==> src/rtl/div_seq_rv_if.sv <==
// Request/result bus of the sequential divider: request channel (in_*) and result channel (out_*).
// Both channels use valid/ready: a transfer happens on a rising edge where valid and ready are both 1.
interface div_seq_rv_if #(
    parameter int WIDTH = 32,
    parameter int TAG_W = 6
);
    logic             in_valid;
    logic             in_ready;
    logic [1:0]       in_op;
    logic [WIDTH-1:0] in_a;
    logic [WIDTH-1:0] in_b;
    logic [TAG_W-1:0] in_tag;
    logic             out_valid;
    logic             out_ready;
    logic [WIDTH-1:0] out_result;
    logic [TAG_W-1:0] out_tag;
    logic             out_div0;

    modport master (
        output in_valid, in_op, in_a, in_b, in_tag, out_ready,
        input  in_ready, out_valid, out_result, out_tag, out_div0
    );

    modport slave (
        input  in_valid, in_op, in_a, in_b, in_tag, out_ready,
        output in_ready, out_valid, out_result, out_tag, out_div0
    );
endinterface

==> src/rtl/div_seq_rv.sv <==
// Multi-cycle restoring divider (DIV/DIVU/REM/REMU) with tag passthrough, flush and
// single-cycle handling of divide-by-zero and signed overflow.
module div_seq_rv #(
    parameter int WIDTH        = 32,
    parameter int BITS_PER_CYC = 1,
    parameter int TAG_W        = 6
) (
    input  logic        clk,
    input  logic        rst,
    input  logic        flush,
    div_seq_rv_if.slave bus,
    output logic [1:0]  dbg_state
);
    localparam int N  = WIDTH / BITS_PER_CYC;
    localparam int CW = $clog2(N + 1);
    localparam logic [CW-1:0]    N_CNT   = CW'(N);
    localparam logic [WIDTH-1:0] MOST_NEG = {1'b1, {(WIDTH-1){1'b0}}};

    typedef enum logic [1:0] {
        IDLE = 2'd0,
        BUSY = 2'd1,
        DONE = 2'd2
    } state_e;

    state_e           state_q, state_d;
    logic [CW-1:0]    cnt_q, cnt_d;
    logic [1:0]       op_q, op_d;
    logic [TAG_W-1:0] tag_q, tag_d;
    logic [WIDTH-1:0] quo_q, quo_d;
    logic [WIDTH-1:0] rem_q, rem_d;
    logic [WIDTH-1:0] dvs_q, dvs_d;
    logic             neg_quo_q, neg_quo_d;
    logic             neg_rem_q, neg_rem_d;
    logic             div0_q, div0_d;

    logic             accept;
    logic             is_signed;
    logic             a_neg, b_neg;
    logic [WIDTH-1:0] a_mag, b_mag;
    logic             b_zero, ovf;
    logic [WIDTH:0]   trial, diff;
    logic [WIDTH-1:0] step_q, step_r;

    assign bus.in_ready = (state_q == IDLE) && !flush;
    assign accept       = bus.in_valid && bus.in_ready;

    // Ops with in_op[0]=0 are signed; magnitudes feed the unsigned datapath.
    assign is_signed = ~bus.in_op[0];
    assign a_neg     = is_signed & bus.in_a[WIDTH-1];
    assign b_neg     = is_signed & bus.in_b[WIDTH-1];
    assign a_mag     = a_neg ? (~bus.in_a + 1'b1) : bus.in_a;
    assign b_mag     = b_neg ? (~bus.in_b + 1'b1) : bus.in_b;
    assign b_zero    = (bus.in_b == '0);
    assign ovf       = is_signed && (bus.in_a == MOST_NEG) && (bus.in_b == '1);

    // quo_q starts as the dividend and is shifted out MSB-first while quotient bits shift in.
    always_comb begin
        step_q = quo_q;
        step_r = rem_q;
        trial  = '0;
        diff   = '0;
        for (int i = 0; i < BITS_PER_CYC; i++) begin
            trial  = {step_r, step_q[WIDTH-1]};
            diff   = trial - {1'b0, dvs_q};
            step_q = {step_q[WIDTH-2:0], ~diff[WIDTH]};
            step_r = diff[WIDTH] ? trial[WIDTH-1:0] : diff[WIDTH-1:0];
        end
    end

    always_comb begin
        state_d   = state_q;
        cnt_d     = cnt_q;
        op_d      = op_q;
        tag_d     = tag_q;
        quo_d     = quo_q;
        rem_d     = rem_q;
        dvs_d     = dvs_q;
        neg_quo_d = neg_quo_q;
        neg_rem_d = neg_rem_q;
        div0_d    = div0_q;

        case (state_q)
            IDLE: begin
                if (accept) begin
                    op_d      = bus.in_op;
                    tag_d     = bus.in_tag;
                    dvs_d     = b_mag;
                    neg_quo_d = a_neg ^ b_neg;
                    neg_rem_d = a_neg;
                    div0_d    = b_zero;
                    if (b_zero) begin
                        quo_d   = '1;
                        rem_d   = bus.in_a;
                        cnt_d   = '0;
                        state_d = DONE;
                    end else if (ovf) begin
                        quo_d   = bus.in_a;
                        rem_d   = '0;
                        cnt_d   = '0;
                        state_d = DONE;
                    end else begin
                        quo_d   = a_mag;
                        rem_d   = '0;
                        cnt_d   = N_CNT;
                        state_d = BUSY;
                    end
                end
            end
            BUSY: begin
                if (cnt_q != '0) begin
                    quo_d = step_q;
                    rem_d = step_r;
                    cnt_d = cnt_q - CW'(1);
                end else begin
                    // Final BUSY cycle applies the sign fix-up to the magnitudes.
                    quo_d   = neg_quo_q ? (~quo_q + 1'b1) : quo_q;
                    rem_d   = neg_rem_q ? (~rem_q + 1'b1) : rem_q;
                    state_d = DONE;
                end
            end
            DONE: begin
                if (bus.out_ready) begin
                    state_d = IDLE;
                end
            end
            default: begin
                state_d = IDLE;
            end
        endcase

        if (flush) begin
            state_d = IDLE;
            cnt_d   = '0;
        end
    end

    always_ff @(posedge clk) begin
        if (rst) begin
            state_q   <= IDLE;
            cnt_q     <= '0;
            op_q      <= '0;
            tag_q     <= '0;
            quo_q     <= '0;
            rem_q     <= '0;
            dvs_q     <= '0;
            neg_quo_q <= 1'b0;
            neg_rem_q <= 1'b0;
            div0_q    <= 1'b0;
        end else begin
            state_q   <= state_d;
            cnt_q     <= cnt_d;
            op_q      <= op_d;
            tag_q     <= tag_d;
            quo_q     <= quo_d;
            rem_q     <= rem_d;
            dvs_q     <= dvs_d;
            neg_quo_q <= neg_quo_d;
            neg_rem_q <= neg_rem_d;
            div0_q    <= div0_d;
        end
    end

    // Outputs depend only on registers, and are forced to zero outside DONE.
    assign bus.out_valid  = (state_q == DONE);
    assign bus.out_result = (state_q == DONE) ? (op_q[1] ? rem_q : quo_q) : '0;
    assign bus.out_tag    = (state_q == DONE) ? tag_q : '0;
    assign bus.out_div0   = (state_q == DONE) ? div0_q : 1'b0;
    assign dbg_state      = state_q;
endmodule

==> src/flat_wrapper.sv <==
// flat-port wrapper written by rule: the top's interface ports become plain ports
module div_seq_rv_flat 
#(
    parameter int WIDTH        = 32,
    parameter int BITS_PER_CYC = 1,
    parameter int TAG_W        = 6
)
  (clk, rst, flush, dbg_state, bus_in_valid, bus_in_op, bus_in_a, bus_in_b, bus_in_tag, bus_out_ready, bus_in_ready, bus_out_valid, bus_out_result, bus_out_tag, bus_out_div0);
  div_seq_rv_if #(.WIDTH(WIDTH), .TAG_W(TAG_W)) bus_i ();
  input  logic clk;
  input  logic rst;
  input  logic flush;
  output logic [1:0] dbg_state;
  input wire logic [$bits(bus_i.in_valid)-1:0] bus_in_valid;
  input wire logic [$bits(bus_i.in_op)-1:0] bus_in_op;
  input wire logic [$bits(bus_i.in_a)-1:0] bus_in_a;
  input wire logic [$bits(bus_i.in_b)-1:0] bus_in_b;
  input wire logic [$bits(bus_i.in_tag)-1:0] bus_in_tag;
  input wire logic [$bits(bus_i.out_ready)-1:0] bus_out_ready;
  output wire logic [$bits(bus_i.in_ready)-1:0] bus_in_ready;
  output wire logic [$bits(bus_i.out_valid)-1:0] bus_out_valid;
  output wire logic [$bits(bus_i.out_result)-1:0] bus_out_result;
  output wire logic [$bits(bus_i.out_tag)-1:0] bus_out_tag;
  output wire logic [$bits(bus_i.out_div0)-1:0] bus_out_div0;
  assign bus_i.in_valid = bus_in_valid;
  assign bus_i.in_op = bus_in_op;
  assign bus_i.in_a = bus_in_a;
  assign bus_i.in_b = bus_in_b;
  assign bus_i.in_tag = bus_in_tag;
  assign bus_i.out_ready = bus_out_ready;
  assign bus_in_ready = bus_i.in_ready;
  assign bus_out_valid = bus_i.out_valid;
  assign bus_out_result = bus_i.out_result;
  assign bus_out_tag = bus_i.out_tag;
  assign bus_out_div0 = bus_i.out_div0;
  div_seq_rv #(.WIDTH(WIDTH), .BITS_PER_CYC(BITS_PER_CYC), .TAG_W(TAG_W)) u_core (.clk(clk), .rst(rst), .flush(flush), .bus(bus_i), .dbg_state(dbg_state));
endmodule
==> config.mk <==
export PLATFORM = sky130hd
export DESIGN_NAME = div_seq_rv_flat
export DESIGN_NICKNAME = d
export VERILOG_FILES = /design/src/rtl/div_seq_rv_if.sv /design/src/rtl/div_seq_rv.sv /design/src/flat_wrapper.sv
export SDC_FILE = /design/constraint.sdc
export NUM_CORES = 1
export LEC_CHECK = 0
export CORE_MARGIN = 4
export CORE_UTILIZATION = 25
export CTS_CLUSTER_SIZE = 30
export DETAILED_ROUTE_END_ITERATION = 6
export DONT_BUFFER_PORTS = 1
export SYNTH_ARGS = -nofsm -noshare
export SYNTH_HDL_FRONTEND = slang
export SYNTH_SLANG_ARGS = --single-unit
==> constraint.sdc <==
create_clock -name clk -period 4.3 [get_ports clk]
set_clock_uncertainty 0.15 [all_clocks]
set_input_delay 0.86 -clock clk [delete_from_list [all_inputs] [get_ports clk]]
set_output_delay 0.86 -clock clk [all_outputs]
set_load 0.05 [all_outputs]
==> report_table.html, run 1 <==
<table>
<tr><th>Metric</th><th>Value</th></tr>
<tr><th colspan="2">Outcome</th></tr>
<tr><td>Outcome</td><td>finished, final reports clean</td></tr>
<tr><th colspan="2">Setup path</th></tr>
<tr><td>Reg2Reg Depth</td><td>13</td></tr>
<tr><td>Sort of element at the start of the critical path</td><td>register</td></tr>
<tr><td>Kind of critical path</td><td>register to register</td></tr>
<tr><td>Worst endpoint required time</td><td>4.45 ns</td></tr>
<tr><td>WP data arrival</td><td>approximately 4 ns</td></tr>
<tr><td>Max FO, Critical Path</td><td>31</td></tr>
<tr><td>Beginning of the critical path</td><td>u_core.quo_q[31]</td></tr>
<tr><td>Worst setup EP type</td><td>register</td></tr>
<tr><td>Startpoint of the worst-slack reg-to-reg timing path</td><td>u_core.quo_q[31]</td></tr>
<tr><th colspan="2">Placed design</th></tr>
<tr><td>Weighted congestion at the end of routability-driven global placement</td><td>0.900</td></tr>
<tr><td>Half-perimeter wire length after detailed placement</td><td>30200 um</td></tr>
<tr><td>Placed Instance Area</td><td>between 10000 and 15000 sq um</td></tr>
<tr><td>Buffers on Ports</td><td>0</td></tr>
<tr><th colspan="2">Die</th></tr>
<tr><td>Initial Util</td><td>0.255</td></tr>
<tr><td>I/O Pins</td><td>120</td></tr>
<tr><td>Die Y-Extent</td><td>213 um</td></tr>
<tr><td>Die Outline Area</td><td>between 40000 and 50000 sq um</td></tr>
<tr><td>Row cnt</td><td>74</td></tr>
<tr><td>Die X-Extent</td><td>about 210 um</td></tr>
<tr><td>Core box area</td><td>41100 sq um</td></tr>
<tr><th colspan="2">Route</th></tr>
<tr><td>DRC violations left</td><td>0</td></tr>
<tr><td>Total vias in the final route</td><td>11500</td></tr>
<tr><td>Wire length per cell</td><td>19.9 um</td></tr>
<tr><td>Drt total wl</td><td>approximately 40000 um</td></tr>
<tr><td>Initial detailed-routing violation count</td><td>1122</td></tr>
<tr><td>Final ANT Viol Nets</td><td>0</td></tr>
<tr><td>Number of vias per cell after detailed routing</td><td>5.72</td></tr>
<tr><td>First-pass iteration count of the detailed router</td><td>5</td></tr>
<tr><th colspan="2">Finish</th></tr>
<tr><td>Non-Filler Cell Area, Final</td><td>between 10000 and 15000 sq um</td></tr>
<tr><td>Share of post-route cells with drive strength above 1</td><td>0.0971</td></tr>
<tr><td>Layout fillers</td><td>4532</td></tr>
<tr><td>Synth-to-layout area growth</td><td>14.7%</td></tr>
<tr><td>Nets</td><td>1575</td></tr>
<tr><td>Top library cells by usage in the layout, fill and taps aside</td><td>185 x sky130_fd_sc_hd__nor2_1, 137 x sky130_fd_sc_hd__a21oi_1, 127 x sky130_fd_sc_hd__nand2_1, 113 x sky130_fd_sc_hd__dfxtp_1, 89 x sky130_fd_sc_hd__o21ai_0</td></tr>
<tr><td>Leading cell type in the layout, fill and taps excluded</td><td>sky130_fd_sc_hd__nor2_1</td></tr>
<tr><th colspan="2">Global route</th></tr>
<tr><td>Number of global-route vias before repair</td><td>around 11000</td></tr>
<tr><td>Pin count of the biggest net entering global routing</td><td>102</td></tr>
<tr><td>First-pass GRT wire length</td><td>61100 um</td></tr>
<tr><td>Initial antenna violation count</td><td>1</td></tr>
<tr><td>Overflow left after global routing</td><td>0</td></tr>
<tr><td>Global Route Usage Sum</td><td>0.173</td></tr>
<tr><th colspan="2">Synth</th></tr>
<tr><td>Post-synthesis cell area</td><td>10500 sq um</td></tr>
<tr><td>Async set-reset flop share out of synthesis</td><td>0</td></tr>
<tr><td>Number of library cell types mapped by synthesis</td><td>82</td></tr>
<tr><td>Mapped Nets</td><td>1587</td></tr>
<tr><td>Number of warnings reported in the yosys synthesis log</td><td>0</td></tr>
<tr><td>Count of flip-flops with a built-in enable after synthesis</td><td>0</td></tr>
<tr><td>Number of instances in the synthesized netlist</td><td>1471</td></tr>
<tr><td>Register area share after synthesis</td><td>0.218</td></tr>
<tr><td>Mean instance size in the synthesized netlist</td><td>7.13 sq um</td></tr>
<tr><td>Synth Register Bits</td><td>around 110</td></tr>
<tr><td>Main synth FF type</td><td>sky130_fd_sc_hd__dfxtp_1</td></tr>
<tr><th colspan="2">Pwr</th></tr>
<tr><td>Ratio of total power to cell area</td><td>368 nW/um^2</td></tr>
<tr><td>Worst IR drop on VDD</td><td>approximately 0.00019 V</td></tr>
<tr><td>Leakage dissipation</td><td>4.25 nW</td></tr>
<tr><th colspan="2">CTS</th></tr>
<tr><td>Number of buffers inserted during clock tree synthesis</td><td>17</td></tr>
<tr><td>Resized Gates After CTS</td><td>0</td></tr>
<tr><td>Bufs on Longest Clock Path</td><td>2</td></tr>
<tr><td>CTS tree</td><td>yes</td></tr>
<tr><td>Sink count of the clock tree</td><td>114</td></tr>
<tr><td>Root buffer selected by CTS</td><td>sky130_fd_sc_hd__clkbuf_16</td></tr>
<tr><td>Number of buffers inserted for hold repair after clock tree synthesis</td><td>0</td></tr>
<tr><td>Clock latency on the worst-skew pair</td><td>roughly 0.43 ns</td></tr>
<tr><td>Number of H-tree branching levels</td><td>4</td></tr>
<tr><td>Setup repair bufs after CTS</td><td>0</td></tr>
<tr><td>Worst-path clk slew</td><td>0.06 ns</td></tr>
<tr><th colspan="2">Timing</th></tr>
<tr><td>Sum of negative setup slack</td><td>0 ns</td></tr>
<tr><td>Unrepaired setup endpoints after global routing</td><td>false</td></tr>
<tr><td>Total setup violations reported at the end of the flow</td><td>0</td></tr>
<tr><td>Fin. max-slew vios</td><td>0</td></tr>
<tr><td>Tightest Pin Transition</td><td>1.23 ns</td></tr>
<tr><td>Final worst-path cycle share</td><td>0.883</td></tr>
<tr><td>Achievable frequency</td><td>approximately 0.26 GHz</td></tr>
<tr><td>Max_slew headroom</td><td>0.177</td></tr>
<tr><td>Min cycle time layout</td><td>approximately 3.8 ns</td></tr>
<tr><td>Number of hold violations in the final report</td><td>0</td></tr>
<tr><th colspan="2">Hold path</th></tr>
<tr><td>Launch instance of the worst min-delay path</td><td>u_core.tag_q[4]</td></tr>
<tr><td>Hold-critical path depth</td><td>2</td></tr>
<tr><td>Min-Delay Path Class</td><td>register to register</td></tr>
<tr><th colspan="2">Job</th></tr>
<tr><td>Number of maximum-capacitance violations</td><td>0</td></tr>
</table>
-- flip-flops by register name, summed over array words and instances (netlist names) --
register / flops
u_core.dvs_q: 32
u_core.quo_q: 32
u_core.rem_q: 32
u_core.cnt_q: 6
u_core.tag_q: 6
u_core.dbg_state: 2
u_core.div0_q: 1
u_core.neg_quo_q: 1
u_core.neg_rem_q: 1
u_core.op_q: 1
-- Yosys cell counts (6+ instances only) --
cell type / instances / share of area
sky130_fd_sc_hd__ha_1: 38 / 0.045
sky130_fd_sc_hd__a31oi_1: 16 / 0.0095
sky130_fd_sc_hd__xor2_1: 41 / 0.034
sky130_fd_sc_hd__mux2i_1: 41 / 0.039
sky130_fd_sc_hd__a211oi_1: 39 / 0.028
sky130_fd_sc_hd__and2_1: 9 / 0.0054
sky130_fd_sc_hd__inv_1: 61 / 0.022
sky130_fd_sc_hd__a221oi_1: 17 / 0.014
sky130_fd_sc_hd__a22oi_1: 6 / 0.0043
sky130_fd_sc_hd__nor2_1: 185 / 0.066
sky130_fd_sc_hd__nand2b_1: 18 / 0.011
sky130_fd_sc_hd__dfxtp_1: 114 / 0.22
sky130_fd_sc_hd__buf_2: 7 / 0.0033
sky130_fd_sc_hd__o21ai_0: 90 / 0.043
sky130_fd_sc_hd__o221ai_1: 8 / 0.0067
sky130_fd_sc_hd__nand4_1: 18 / 0.011
sky130_fd_sc_hd__a211o_1: 6 / 0.0050
sky130_fd_sc_hd__a221o_1: 6 / 0.0057
sky130_fd_sc_hd__nand2_1: 127 / 0.045
sky130_fd_sc_hd__xnor2_1: 45 / 0.038
sky130_fd_sc_hd__o21a_1: 7 / 0.0050
sky130_fd_sc_hd__mux2_2: 6 / 0.0064
sky130_fd_sc_hd__o41ai_1: 9 / 0.0075
sky130_fd_sc_hd__nor4_1: 23 / 0.014
sky130_fd_sc_hd__a311oi_1: 6 / 0.0050
sky130_fd_sc_hd__o311ai_0: 10 / 0.0084
sky130_fd_sc_hd__a21o_1: 17 / 0.012
sky130_fd_sc_hd__buf_1: 11 / 0.0039
sky130_fd_sc_hd__nand3_1: 17 / 0.0081
sky130_fd_sc_hd__a2111oi_0: 6 / 0.0050
sky130_fd_sc_hd__a21oi_1: 137 / 0.065
sky130_fd_sc_hd__nor3_1: 52 / 0.025
sky130_fd_sc_hd__or3_1: 29 / 0.017
sky130_fd_sc_hd__o211ai_1: 23 / 0.016
sky130_fd_sc_hd__or4_1: 16 / 0.011
sky130_fd_sc_hd__o32ai_1: 7 / 0.0058
sky130_fd_sc_hd__clkbuf_1: 83 / 0.030
sky130_fd_sc_hd__o31ai_1: 20 / 0.014
-- per-stage QoR --
stage                     std cells  setup slack (ns)  power, mW  hold WS [ns]  utilization
after floorplan                1471             0.696       2.51         0.282            -
after global placement         1972             0.305       2.89         0.285        0.277
after detailed placement       1972             0.289       2.92         0.289        0.277
after CTS                      2004             0.545       4.44         0.297        0.292
after global routing           2004             0.315       4.69         0.308        0.292
final                          2005             0.503       4.43         0.298        0.292
-- final cells by class --
cell class	instances	area (sq um)	area share
Antenna cell	1	2.50	0.000208
Timing Repair Buffer	74	656	0.0545
Clock inverter	12	156	0.0130
Inverter	61	229	0.0190
Clock buffer	20	457	0.0380
Sequential cell	114	2280	0.190
Multi-Input combinational cell	1191	7570	0.630
Tap cell	532	666	0.0554
-- logic make-up after synthesis --
family | count (synthesis) | synth area share
and+or+nand+nor | 543 | 0.254
AOI/OAI and AO/OA | 476 | 0.301
buffers and inverters | 166 | 0.0628
DFF | 114 | 0.218
xor gates and xnor gates | 86 | 0.0719
muxes | 47 | 0.0456
adders and majority gates | 39 | 0.0473
-- final timing paths --
kind	endpoint	slack (ns)
hold reg to reg	u_core.tag_q[4]	0.30
hold / removal	u_core.tag_q[4]	0.30
setup reg to reg	u_core.rem_q[9]	0.50
setup / recovery	u_core.rem_q[9]	0.50
-- worst max-delay path, cell delays in order, from the launching register on --
cell	delay, ns
sky130_fd_sc_hd__dfxtp_1	0.38
sky130_fd_sc_hd__inv_1	0.13
sky130_fd_sc_hd__ha_1	0.23
sky130_fd_sc_hd__fa_1	0.40
sky130_fd_sc_hd__nand2b_1	0.20
sky130_fd_sc_hd__a21oi_1	0.23
sky130_fd_sc_hd__o2111ai_1	0.21
sky130_fd_sc_hd__a21o_1	0.24
sky130_fd_sc_hd__and3_1	0.23
sky130_fd_sc_hd__nor3_4	0.25
sky130_fd_sc_hd__buf_12	0.22
sky130_fd_sc_hd__mux2_2	0.36
sky130_fd_sc_hd__a222oi_1	0.34
sky130_fd_sc_hd__nor3_1	0.09
-- report_power, final --
part / switching (mW) / internal [mW]
sequential: 0.144 / 1.14
combinational: 0.984 / 0.660
clock: 0.559 / 0.942
-- layer usage --
metal	global-route usage	routed length (um)
met2	0.285	18600
met4	0.0962	2270
met1	0.204	16000
met3	0.0460	3030
met5	0	0
(Power assumes the default switching activity.)
==> inputs of run 2 (changes only) <==
- HOLD_SLACK_MARGIN: default -> 0.06
==> results of run 2 <==
Final layout, timing and power as in run 1 (identical DEF).
==> inputs of run 3 (changes only) <==
--- a/config.mk
+++ b/config.mk
@@ -9,2 +9,3 @@
 export CORE_UTILIZATION = 25
+export CTS_BUF_LIST = sky130_fd_sc_hd__clkbuf_16
 export CTS_CLUSTER_SIZE = 30
--- a/constraint.sdc
+++ b/constraint.sdc
@@ -4,2 +4,2 @@
 set_output_delay 0.86 -clock clk [all_outputs]
-set_load 0.05 [all_outputs]
+set_load 0.01 [all_outputs]
==> run 3 against run 2 <==
Against the previous run: non-clock buffer count is 38 lower; clock-buffer cell count decreased by 3; the run now ends with DRC left; hold slack gained 0.0056 ns; routed wire length rose by 1.1%; largest cell class unchanged; clock power decreased by 7%.
==> report_table.html, run 3 (same netlist as run 1, synthesis figures left out) <==
<table>
<tr><th>Metric</th><th>Value</th></tr>
<tr><th colspan="2">Setup path</th></tr>
<tr><td>WP data arrival</td><td>3.99 ns</td></tr>
<tr><td>Kind of critical path</td><td>register to register</td></tr>
<tr><td>Worst setup EP type</td><td>register</td></tr>
<tr><td>Max FO, Critical Path</td><td>34</td></tr>
<tr><td>Sort of element at the start of the critical path</td><td>register</td></tr>
<tr><td>Beginning of the critical path</td><td>u_core.quo_q[31]</td></tr>
<tr><td>Startpoint of the worst-slack reg-to-reg timing path</td><td>u_core.quo_q[31]</td></tr>
<tr><td>Worst endpoint required time</td><td>4.46 ns</td></tr>
<tr><th colspan="2">Die</th></tr>
<tr><td>Row cnt</td><td>74</td></tr>
<tr><td>Initial Util</td><td>0.255</td></tr>
<tr><td>I/O Pins</td><td>120</td></tr>
<tr><td>Core box area</td><td>41100 sq um</td></tr>
<tr><td>Die X-Extent</td><td>213 um</td></tr>
<tr><td>Die Outline Area</td><td>45300 sq um</td></tr>
<tr><td>Die Y-Extent</td><td>213 um</td></tr>
<tr><th colspan="2">Timing</th></tr>
<tr><td>Max_slew headroom</td><td>0.149</td></tr>
<tr><td>Final worst-path cycle share</td><td>0.891</td></tr>
<tr><td>Fin. max-slew vios</td><td>0</td></tr>
<tr><td>Total setup violations reported at the end of the flow</td><td>0</td></tr>
<tr><td>Number of hold violations in the final report</td><td>0</td></tr>
<tr><td>Sum of negative setup slack</td><td>0 ns</td></tr>
<tr><td>Setup WS post-layout</td><td>approximately 0.47 ns</td></tr>
<tr><td>Tightest Pin Transition</td><td>about 1.3 ns</td></tr>
<tr><td>Unrepaired setup endpoints after global routing</td><td>false</td></tr>
<tr><td>Achievable frequency</td><td>0.261 GHz</td></tr>
<tr><td>Min cycle time layout</td><td>around 3.8 ns</td></tr>
<tr><th colspan="2">Finish</th></tr>
<tr><td>Synth-to-layout area growth</td><td>10.5%</td></tr>
<tr><td>Antenna cells</td><td>0</td></tr>
<tr><td>Share of the core filled with cells</td><td>0.282</td></tr>
<tr><td>Final instance count without filler cells</td><td>slightly below 2000</td></tr>
<tr><td>Nets</td><td>roughly 1500</td></tr>
<tr><td>Top library cells by usage in the layout, fill and taps aside</td><td>185 x sky130_fd_sc_hd__nor2_1, 137 x sky130_fd_sc_hd__a21oi_1, 127 x sky130_fd_sc_hd__nand2_1, 113 x sky130_fd_sc_hd__dfxtp_1, 89 x sky130_fd_sc_hd__o21ai_0</td></tr>
<tr><td>Largest regs</td><td>u_core.dvs_q x32, u_core.quo_q x32, u_core.rem_q x32</td></tr>
<tr><td>Share of post-route cells with drive strength above 1</td><td>0.0697</td></tr>
<tr><td>Leading cell type in the layout, fill and taps excluded</td><td>sky130_fd_sc_hd__nor2_1</td></tr>
<tr><th colspan="2">Route</th></tr>
<tr><td>Total vias in the final route</td><td>11200</td></tr>
<tr><td>First-pass iteration count of the detailed router</td><td>7</td></tr>
<tr><td>Wire length per cell</td><td>~21 um</td></tr>
<tr><td>Number of vias per cell after detailed routing</td><td>about 5.7</td></tr>
<tr><td>Drt total wl</td><td>40400 um</td></tr>
<tr><td>Initial detailed-routing violation count</td><td>1129</td></tr>
<tr><td>Final ANT Viol Nets</td><td>0</td></tr>
<tr><td>DRC violations left</td><td>3</td></tr>
<tr><th colspan="2">Pwr</th></tr>
<tr><td>Combinational share of power</td><td>0.384</td></tr>
<tr><td>Reg power frac</td><td>0.295</td></tr>
<tr><td>Part of the power in the clock network</td><td>0.321</td></tr>
<tr><td>Net switching component of the power</td><td>1.68 mW</td></tr>
<tr><td>Net Sw Frac</td><td>0.390</td></tr>
<tr><td>Worst IR drop on VDD</td><td>between 0.0002 and 0.00025 V</td></tr>
<tr><td>Internal power consumption</td><td>2.63 mW</td></tr>
<tr><td>Leakage dissipation</td><td>about 4 nW</td></tr>
<tr><td>Ratio of total power to cell area</td><td>~370 nW/um^2</td></tr>
<tr><th colspan="2">CTS</th></tr>
<tr><td>Number of buffers inserted during clock tree synthesis</td><td>17</td></tr>
<tr><td>Worst-path clk slew</td><td>0.06 ns</td></tr>
<tr><td>Resized Gates After CTS</td><td>0</td></tr>
<tr><td>Bufs on Longest Clock Path</td><td>2</td></tr>
<tr><td>Clock latency on the worst-skew pair</td><td>about 0.43 ns</td></tr>
<tr><td>Setup repair bufs after CTS</td><td>0</td></tr>
<tr><td>Root buffer selected by CTS</td><td>sky130_fd_sc_hd__clkbuf_16</td></tr>
<tr><td>CTS tree</td><td>yes</td></tr>
<tr><td>Number of buffers inserted for hold repair after clock tree synthesis</td><td>0</td></tr>
<tr><td>Number of H-tree branching levels</td><td>4</td></tr>
<tr><td>Sink count of the clock tree</td><td>114</td></tr>
<tr><th colspan="2">Outcome</th></tr>
<tr><td>Outcome</td><td>complete, but fails checks</td></tr>
<tr><td>Failing checks</td><td>DRC</td></tr>
<tr><th colspan="2">Global route</th></tr>
<tr><td>First-pass GRT wire length</td><td>between 60000 and 70000 um</td></tr>
<tr><td>Initial antenna violation count</td><td>0</td></tr>
<tr><td>Pin count of the biggest net entering global routing</td><td>just over 100</td></tr>
<tr><td>Global Route Usage Sum</td><td>0.175</td></tr>
<tr><td>Number of global-route vias before repair</td><td>10700</td></tr>
<tr><td>Overflow left after global routing</td><td>0</td></tr>
<tr><th colspan="2">Placed design</th></tr>
<tr><td>Setup slack at placement</td><td>approximately 0.25 ns</td></tr>
<tr><td>Post-placement cell count</td><td>1934</td></tr>
<tr><td>Half-perimeter wire length after detailed placement</td><td>between 30000 and 40000 um</td></tr>
<tr><td>Buffers on Ports</td><td>0</td></tr>
<tr><td>Weighted congestion at the end of routability-driven global placement</td><td>approximately 0.88</td></tr>
<tr><th colspan="2">Hold path</th></tr>
<tr><td>Min-Delay Path Class</td><td>register to register</td></tr>
<tr><td>Launch instance of the worst min-delay path</td><td>u_core.tag_q[3]</td></tr>
<tr><th colspan="2">Job</th></tr>
<tr><td>Number of maximum-capacitance violations</td><td>0</td></tr>
</table>
-- run 3: cell types whose count changed in the layout (fill, tap and decap cells not counted), moves of 2 or more --
| cell | before | now |
|---|---|---|
| sky130_fd_sc_hd__buf_12 | 8 | 1 |
| sky130_fd_sc_hd__buf_4 | 66 | 35 |
| sky130_fd_sc_hd__clkbuf_8 | 2 | 0 |
| sky130_fd_sc_hd__clkinv_2 | 2 | 5 |
| sky130_fd_sc_hd__clkinv_1 | 0 | 2 |
| sky130_fd_sc_hd__inv_1 | 61 | 64 |
| sky130_fd_sc_hd__clkinvlp_4 | 4 | 2 |
-- run 3: path summary, 6_finish.rpt --
kind                                         end  slack [ns]  depth (start not counted)
worst max-delay path            u_core.rem_q[11]        0.47                         13
worst min-delay path             u_core.tag_q[3]        0.30                          2
worst max register to register  u_core.rem_q[11]        0.47                         13
worst min register to register   u_core.tag_q[3]        0.30                          2
-- run 3: cell type report --
cell class                      count  area [sq um]
Sequential cell                   114          2280
Multi-Input combinational cell   1191          7570
Timing Repair Buffer               36           283
Inverter                           61           229
Clock buffer                       17           425
Tap cell                          532           666
Fill cell                        4579         29500
Clock inverter                     15           128
-- run 3: per-layer routing --
| layer | vias to the layer above | GRT usage | wire length, um |
|---|---|---|---|
| li1 | 5355 | - | - |
| met1 | 5281 | 0.215 | 16300 |
| met2 | 475 | 0.282 | 18500 |
| met3 | 117 | 0.0407 | 3220 |
| met4 | 0 | 0.0962 | 2370 |
| met5 | - | 0 | 0 |
-- run 3: power groups by stage --
stage,Combinational [mW],Sequential [mW],Clock (mW)
final,1.66,1.27,1.39
after global routing,1.83,1.28,1.46
after CTS,1.64,1.27,1.41
after detailed placement,1.63,1.29,0
after global placement,1.61,1.29,0
after floorplan,1.28,1.22,0
-- run 3: metrics by stage --
| step | cell area (sq um) | total power [mW] | hold WS, ns |
|---|---|---|---|
| finish | 11600 | 4.32 | 0.304 |
| global route | 11600 | 4.58 | 0.316 |
| CTS | 11600 | 4.32 | 0.302 |
| detailed placement | 11000 | 2.92 | 0.292 |
| global placement | 11000 | 2.90 | 0.287 |
| floorplan | 10500 | 2.50 | 0.282 |
-- run 3: critical path, cell delays in order (launching register included) --
cell and delay (ns):
sky130_fd_sc_hd__dfxtp_1 0.37, sky130_fd_sc_hd__inv_1 0.13, sky130_fd_sc_hd__ha_1 0.23, sky130_fd_sc_hd__fa_1 0.40
sky130_fd_sc_hd__nand2b_1 0.20, sky130_fd_sc_hd__a21oi_1 0.19, sky130_fd_sc_hd__o2111ai_1 0.21, sky130_fd_sc_hd__a21o_1 0.27
sky130_fd_sc_hd__and3_1 0.24, sky130_fd_sc_hd__nor3_4 0.34, sky130_fd_sc_hd__buf_12 0.25, sky130_fd_sc_hd__mux2_2 0.36
sky130_fd_sc_hd__a222oi_1 0.30, sky130_fd_sc_hd__nor3_1 0.09
